**src/rtl/sc_timer_nb.sv**
```systemverilog
// ----------------------------------------------------------------------------
// sc_timer_nb -- parametrised synchronous timer/counter
//
// WIDTH-bit up/down counter with a programmable terminal value, parallel
// load, preset, and one-shot or periodic operation. A two-state run/halt
// machine freezes the count after a one-shot terminal step. The
// combinational terminal-count output tc is meant to be wired to the next
// stage's cten when stages are cascaded.
//
// Optional build macro: SC_PRESCALE_EN
//   When defined, an internal PRESC_W-bit prescaler divides the count
//   enable by (psc + 1) and the psc port is present. When undefined there is
//   no prescaler and no psc port, and the counter may step on every cycle.
//
// Parameters:
//   WIDTH    counter width in bits (2..32)
//   PRESC_W  prescaler width (used only with SC_PRESCALE_EN)
//
// Ports:
//   clk      in   rising-edge clock
//   clr      in   synchronous active-low reset
//   prs      in   synchronous active-low preset (out <= max_val)
//   cten     in   count enable
//   up       in   direction: 1 = up, 0 = down
//   ld       in   synchronous parallel load strobe
//   din      in   load value
//   max_val  in   terminal value counting up / reload value counting down
//   oneshot  in   1 = halt at terminal, 0 = periodic wrap
//   psc      in   prescale divisor minus 1 (SC_PRESCALE_EN only)
//   out      out  current count (registered)
//   tc       out  terminal count (combinational)
//   done     out  sticky one-shot completion flag (registered)
// ----------------------------------------------------------------------------
module sc_timer_nb #(
    parameter int unsigned WIDTH   = 8,
    parameter int unsigned PRESC_W = 4
) (
    input  logic               clk,
    input  logic               clr,
    input  logic               prs,
    input  logic               cten,
    input  logic               up,
    input  logic               ld,
    input  logic [WIDTH-1:0]   din,
    input  logic [WIDTH-1:0]   max_val,
    input  logic               oneshot,
`ifdef SC_PRESCALE_EN
    input  logic [PRESC_W-1:0] psc,
`endif
    output logic [WIDTH-1:0]   out,
    output logic               tc,
    output logic               done
);

    typedef enum logic {
        RUN  = 1'b0,
        HALT = 1'b1
    } state_e;

    state_e             state_q, state_d;
    logic [WIDTH-1:0]   out_q,   out_d;
    logic               done_q,  done_d;

    logic               tick;
    logic               step;
    logic               terminal;

`ifdef SC_PRESCALE_EN
    logic [PRESC_W-1:0] presc_q, presc_d;

    // The step fires on the cycle the prescaler sits at psc; the same edge
    // returns the prescaler to zero.
    assign tick = (presc_q == psc);
`else
    // No prescaler is built; this comparison is constant 1.
    assign tick = (PRESC_W != 0);
`endif

    // Counting up, anything at or above max_val is terminal so that a load
    // beyond the terminal value still wraps instead of running to 2^WIDTH.
    assign terminal = up ? (out_q >= max_val) : (out_q == '0);
    assign step     = (state_q == RUN) && cten && tick;

    // ------------------------------------------------------------------
    // State register
    // ------------------------------------------------------------------
    // NOTE: sequential state uses non-blocking assignments only, so every
    // register samples the pre-edge values of its inputs.
    always_ff @(posedge clk) begin
        if (!clr) begin
            state_q <= RUN;
            out_q   <= '0;
            done_q  <= 1'b0;
`ifdef SC_PRESCALE_EN
            presc_q <= '0;
`endif
        end else begin
            state_q <= state_d;
            out_q   <= out_d;
            done_q  <= done_d;
`ifdef SC_PRESCALE_EN
            presc_q <= presc_d;
`endif
        end
    end

    // ------------------------------------------------------------------
    // Next-state logic: prs > ld > count step (clr handled in the register)
    // ------------------------------------------------------------------
    // NOTE: every signal driven here gets a hold default first, which keeps
    // the block purely combinational with no inferred latches.
    always_comb begin
        state_d = state_q;
        out_d   = out_q;
        done_d  = done_q;
`ifdef SC_PRESCALE_EN
        presc_d = presc_q;
`endif

        if (!prs) begin
            out_d   = max_val;
            state_d = RUN;
            done_d  = 1'b0;
`ifdef SC_PRESCALE_EN
            presc_d = '0;
`endif
        end else if (ld) begin
            // A load consumes the cycle: no count step even with cten=1.
            out_d   = din;
            state_d = RUN;
            done_d  = 1'b0;
`ifdef SC_PRESCALE_EN
            presc_d = '0;
`endif
        end else begin
`ifdef SC_PRESCALE_EN
            if ((state_q == RUN) && cten) begin
                presc_d = tick ? '0 : presc_q + PRESC_W'(1);
            end
`endif
            if (step) begin
                if (!terminal) begin
                    out_d = up ? out_q + WIDTH'(1) : out_q - WIDTH'(1);
                end else if (!oneshot) begin
                    out_d = up ? '0 : max_val;
                end else begin
                    // One-shot terminal: count freezes, flag sticks until
                    // the next ld/prs/clr.
                    state_d = HALT;
                    done_d  = 1'b1;
                end
            end
        end
    end

    // ------------------------------------------------------------------
    // Outputs
    // ------------------------------------------------------------------
    // tc is zero-latency so a cascaded stage steps on the same edge; the
    // clr term forces it low while the block is held in reset.
    always_comb begin
        tc   = step && terminal && clr;
        out  = out_q;
        done = done_q;
    end

endmodule

```
**config.mk**
```make
export PLATFORM = sky130hd
export DESIGN_NAME = sc_timer_nb
export DESIGN_NICKNAME = d
export VERILOG_FILES = /design/src/rtl/sc_timer_nb.sv
export SDC_FILE = /design/constraint.sdc
export NUM_CORES = 1
export LEC_CHECK = 0
export ABC_AREA = 0
export BUFFER_PORTS_ARGS = -buffer_cell sky130_fd_sc_hd__buf_4
export CAP_MARGIN = 40
export CORE_MARGIN = 2
export CORE_UTILIZATION = 45
export DETAILED_ROUTE_END_ITERATION = 6
export GPL_ROUTABILITY_DRIVEN = 0
export PLACE_DENSITY = 0.77
export SETUP_SLACK_MARGIN = 0.2
export SLEW_MARGIN = 20
export SYNTH_ARGS = -nofsm -noshare
export SYNTH_HDL_FRONTEND = slang
export SYNTH_SLANG_ARGS = --single-unit
```
**constraint.sdc**
```tcl
create_clock -name clk -period 2.93 [get_ports clk]
set_input_delay 0.1465 -clock clk [delete_from_list [all_inputs] [get_ports clk]]
set_output_delay 0.1465 -clock clk [all_outputs]
set_load 0.1 [all_outputs]
```
==> qor.yml <==
run_status:
  status: "finished, final reports clean"
cells_and_area:
  n_antenna_cell: 0
  area_delta_synth_final_pct: 24.92
  final_cells: 197
  post-route-util: 0.6091
  drive_gt1_frac: 0.2840
  postLayoutCellArea_sq_um: 1386
  fill_cells: 217
  nets: 208
sta:
  timing.slew.headroom: 0.5910
  rsz0062_at_grt: "no"
  clock.fmax_mhz: 404.5
  period_needed_ns: 2.472
  post-route-period-util: 0.8438
  whs_ns: 0.1786
  fin_worst_skew_ns: 0.0008992
  slew_violations: 0
  worst_slew_pin_slew_ns: 0.6083
  fin_setup_tns_ns: 0
  hold_viol: 0
  setup_viol: 0
global_routing:
  grt_use_met2: 0.4370
  grt_max_degree: 18
  antenna_found_initial: 0
  grt_pass1_vias: 1152
  met3_usage: 0.06111
  grt-ovfl-total: 0
  use_met1: 0.2946
  grt_pass1_wl_microns: 5168
  grt_usage: 0.2506
  grt.busiest_layer: "met2"
yosys:
  synth_top_area_frac: 0.1623
  synth_adder_area_share: 0.1759
  synth.area.top_cells: "dfxtp_1, ha_1, a32o_1, a21oi_1, nand2_1"
  syn_area_sq_um: 1110
  synth_edf_count: 0
  synth_nets: 177
  synthCells: 139
  async_flop_share: 0
  ys_ff_latch: 9
  synth_xor_area_frac: 0.03946
  ys.flop_type: "dfxtp_1"
  ys_seq_area_frac: 0.1623
  synth_top_area_cell: "dfxtp_1"
  yosys_warnings: 0
  avgSynthCellArea_sq_um: 7.984
  synth-simple-area-share: 0.1759
  synth_compound_area_frac: 0.3506
  synthMuxAreaShare: 0.02706
  ys_types: 45
  synth_top_family_by_area: "compound AO/OA/AOI/OAI gates"
floorplanning:
  num_io_pins: 33
  dieArea_sq_um: 2879
  die_w_microns: 53.66
  row_count: 17
  initial_core_util: 0.4876
  coreArea_sq_um: 2276
  fp.dieH_microns: 53.66
route:
  post_drt_wl_per_cell_microns: 16.14
  drc: 0
  ant_nets: 0
  dr.pass1.iters: 4
  drt_iter0_markers: 27
  drt_wl_total_microns: 3180
  viasPerCell: 6.335
  vias: 1248
placed_design:
  dp_hpwl_microns: 2408
  io_buffers: 32
  placed_cell_area_sq_um: 1360
  place_inst: 193
critical_path:
  worst_ep_required_time_ns: 2.78
  start_kind: "flop"
  path_class: "reg -> out"
  crit_arrival_ns: 2.33
  critPathCaptureType: "output port"
  cp_max_fo: 5
cts:
  cts_tree: "built"
  cts_setup_buffers: 0
  cts_resized: 0
  clkTransAtPathRegs_ns: 0.07
  clockBufferDepth: 2
  clk_latency_ns: 0.27
  clock-sinks: 9
  cts-root-buf: "clkbuf_4"
  postCtsHoldBufs: 0
  h-tree-depth: 1
  cts_buffers: 3
job:
  timing.max_cap.violations: 0
hold_path:
  hold_path_class: "in -> reg"
pwr:
  peakVddDrop_uv: 221.3
  cellPowerDensity_nw_per_um2: 423.3
  leakage_nw: 0.6789
sequential cells by signal (all words and copies together) (netlist names):
signal  flops
done        1
out         8
layout by cell type (no fill, tap or decap), types with 3 or more instances in the layout:
| cell | n |
|---|---|
| o21ai_0 | 6 |
| a21oi_1 | 10 |
| o21a_1 | 3 |
| mux2i_1 | 3 |
| dfxtp_2 | 8 |
| a21o_1 | 3 |
| a32o_1 | 6 |
| inv_1 | 11 |
| nor2_1 | 7 |
| a221o_1 | 3 |
| nand2b_1 | 3 |
| xnor2_1 | 4 |
| clkbuf_4 | 3 |
| a31oi_1 | 3 |
| nand2_1 | 12 |
| buf_4 | 32 |
| a211oi_1 | 4 |
| ha_1 | 14 |
critical path, stage by stage (launching register included):
cell	delay, ns
dfxtp_2	0.34
ha_1	0.30
a21o_1	0.19
a211oi_1	0.34
o21ai_0	0.24
and2_1	0.24
and3_1	0.18
buf_4	0.23
where the power goes:
group / internal, mW / switching, mW
Combinational: 0.120 / 0.206
Clock: 0.0528 / 0.0524
Sequential: 0.136 / 0.0195
cell type report:
class / instances / area (sq um) / area share
timing repair buffer: 32 / 240.2 / 0.1733
multi-input combinational: 113 / 853.3 / 0.6155
inverter: 11 / 41.29 / 0.02978
tap: 28 / 35.03 / 0.02527
sequential: 9 / 190.2 / 0.1372
clock buffer: 4 / 26.28 / 0.01895
metrics by stage:
stage | worst slack [ns] | power, mW
2_1_floorplan | 0.2219 | 0.3989
3_3_place_gp | 0.6742 | 0.4718
3_5_place_dp | 0.6056 | 0.4794
4_1_cts | 0.4891 | 0.5885
5_1_grt | 0.3130 | 0.6278
6_report | 0.4577 | 0.5869
layer usage:
metal  share of wire  routed length, microns
met1            0.43                    1370
met2            0.50                    1605
met3           0.055                     176
met4          0.0088                      28
met5               0                       0
synth_stat cells (3+ instances only):
library cell  number
ha_1              14
a221o_1            3
a21oi_1           10
a21o_1             3
xnor2_1            4
o21ai_0            6
dfxtp_1            9
a211oi_1           4
nor2_1             7
inv_1             11
nand2_1           12
mux2i_1            3
a31oi_1            3
a32o_1             6
nand2b_1           3
clkbuf_1           4
o21a_1             3
logic make-up after synthesis:
kind of cell               count (synthesis)
AOI/OAI and AO/OA                         52
and+or+nand+nor                           38
buffers and inverters                     17
adders and majority gates                 15
DFF                                        9
xor gates and xnor gates                   5
muxes                                      3
worst paths after layout:
| path | startpoint | end | slack, ns | depth (start not counted) |
|---|---|---|---|---|
| min reg2reg | out[7]$_SDFFE_PN0P_ | out[7]$_SDFFE_PN0P_ | 0.54 | 2 |
| max reg2reg | out[1]$_SDFFE_PN0P_ | out[4]$_SDFFE_PN0P_ | 0.67 | 6 |
| max | out[6]$_SDFFE_PN0P_ | tc | 0.46 | 7 |
| min | clr | out[6]$_SDFFE_PN0P_ | 0.18 | 2 |
No activity file was read; power rests on OpenSTA's default activity.
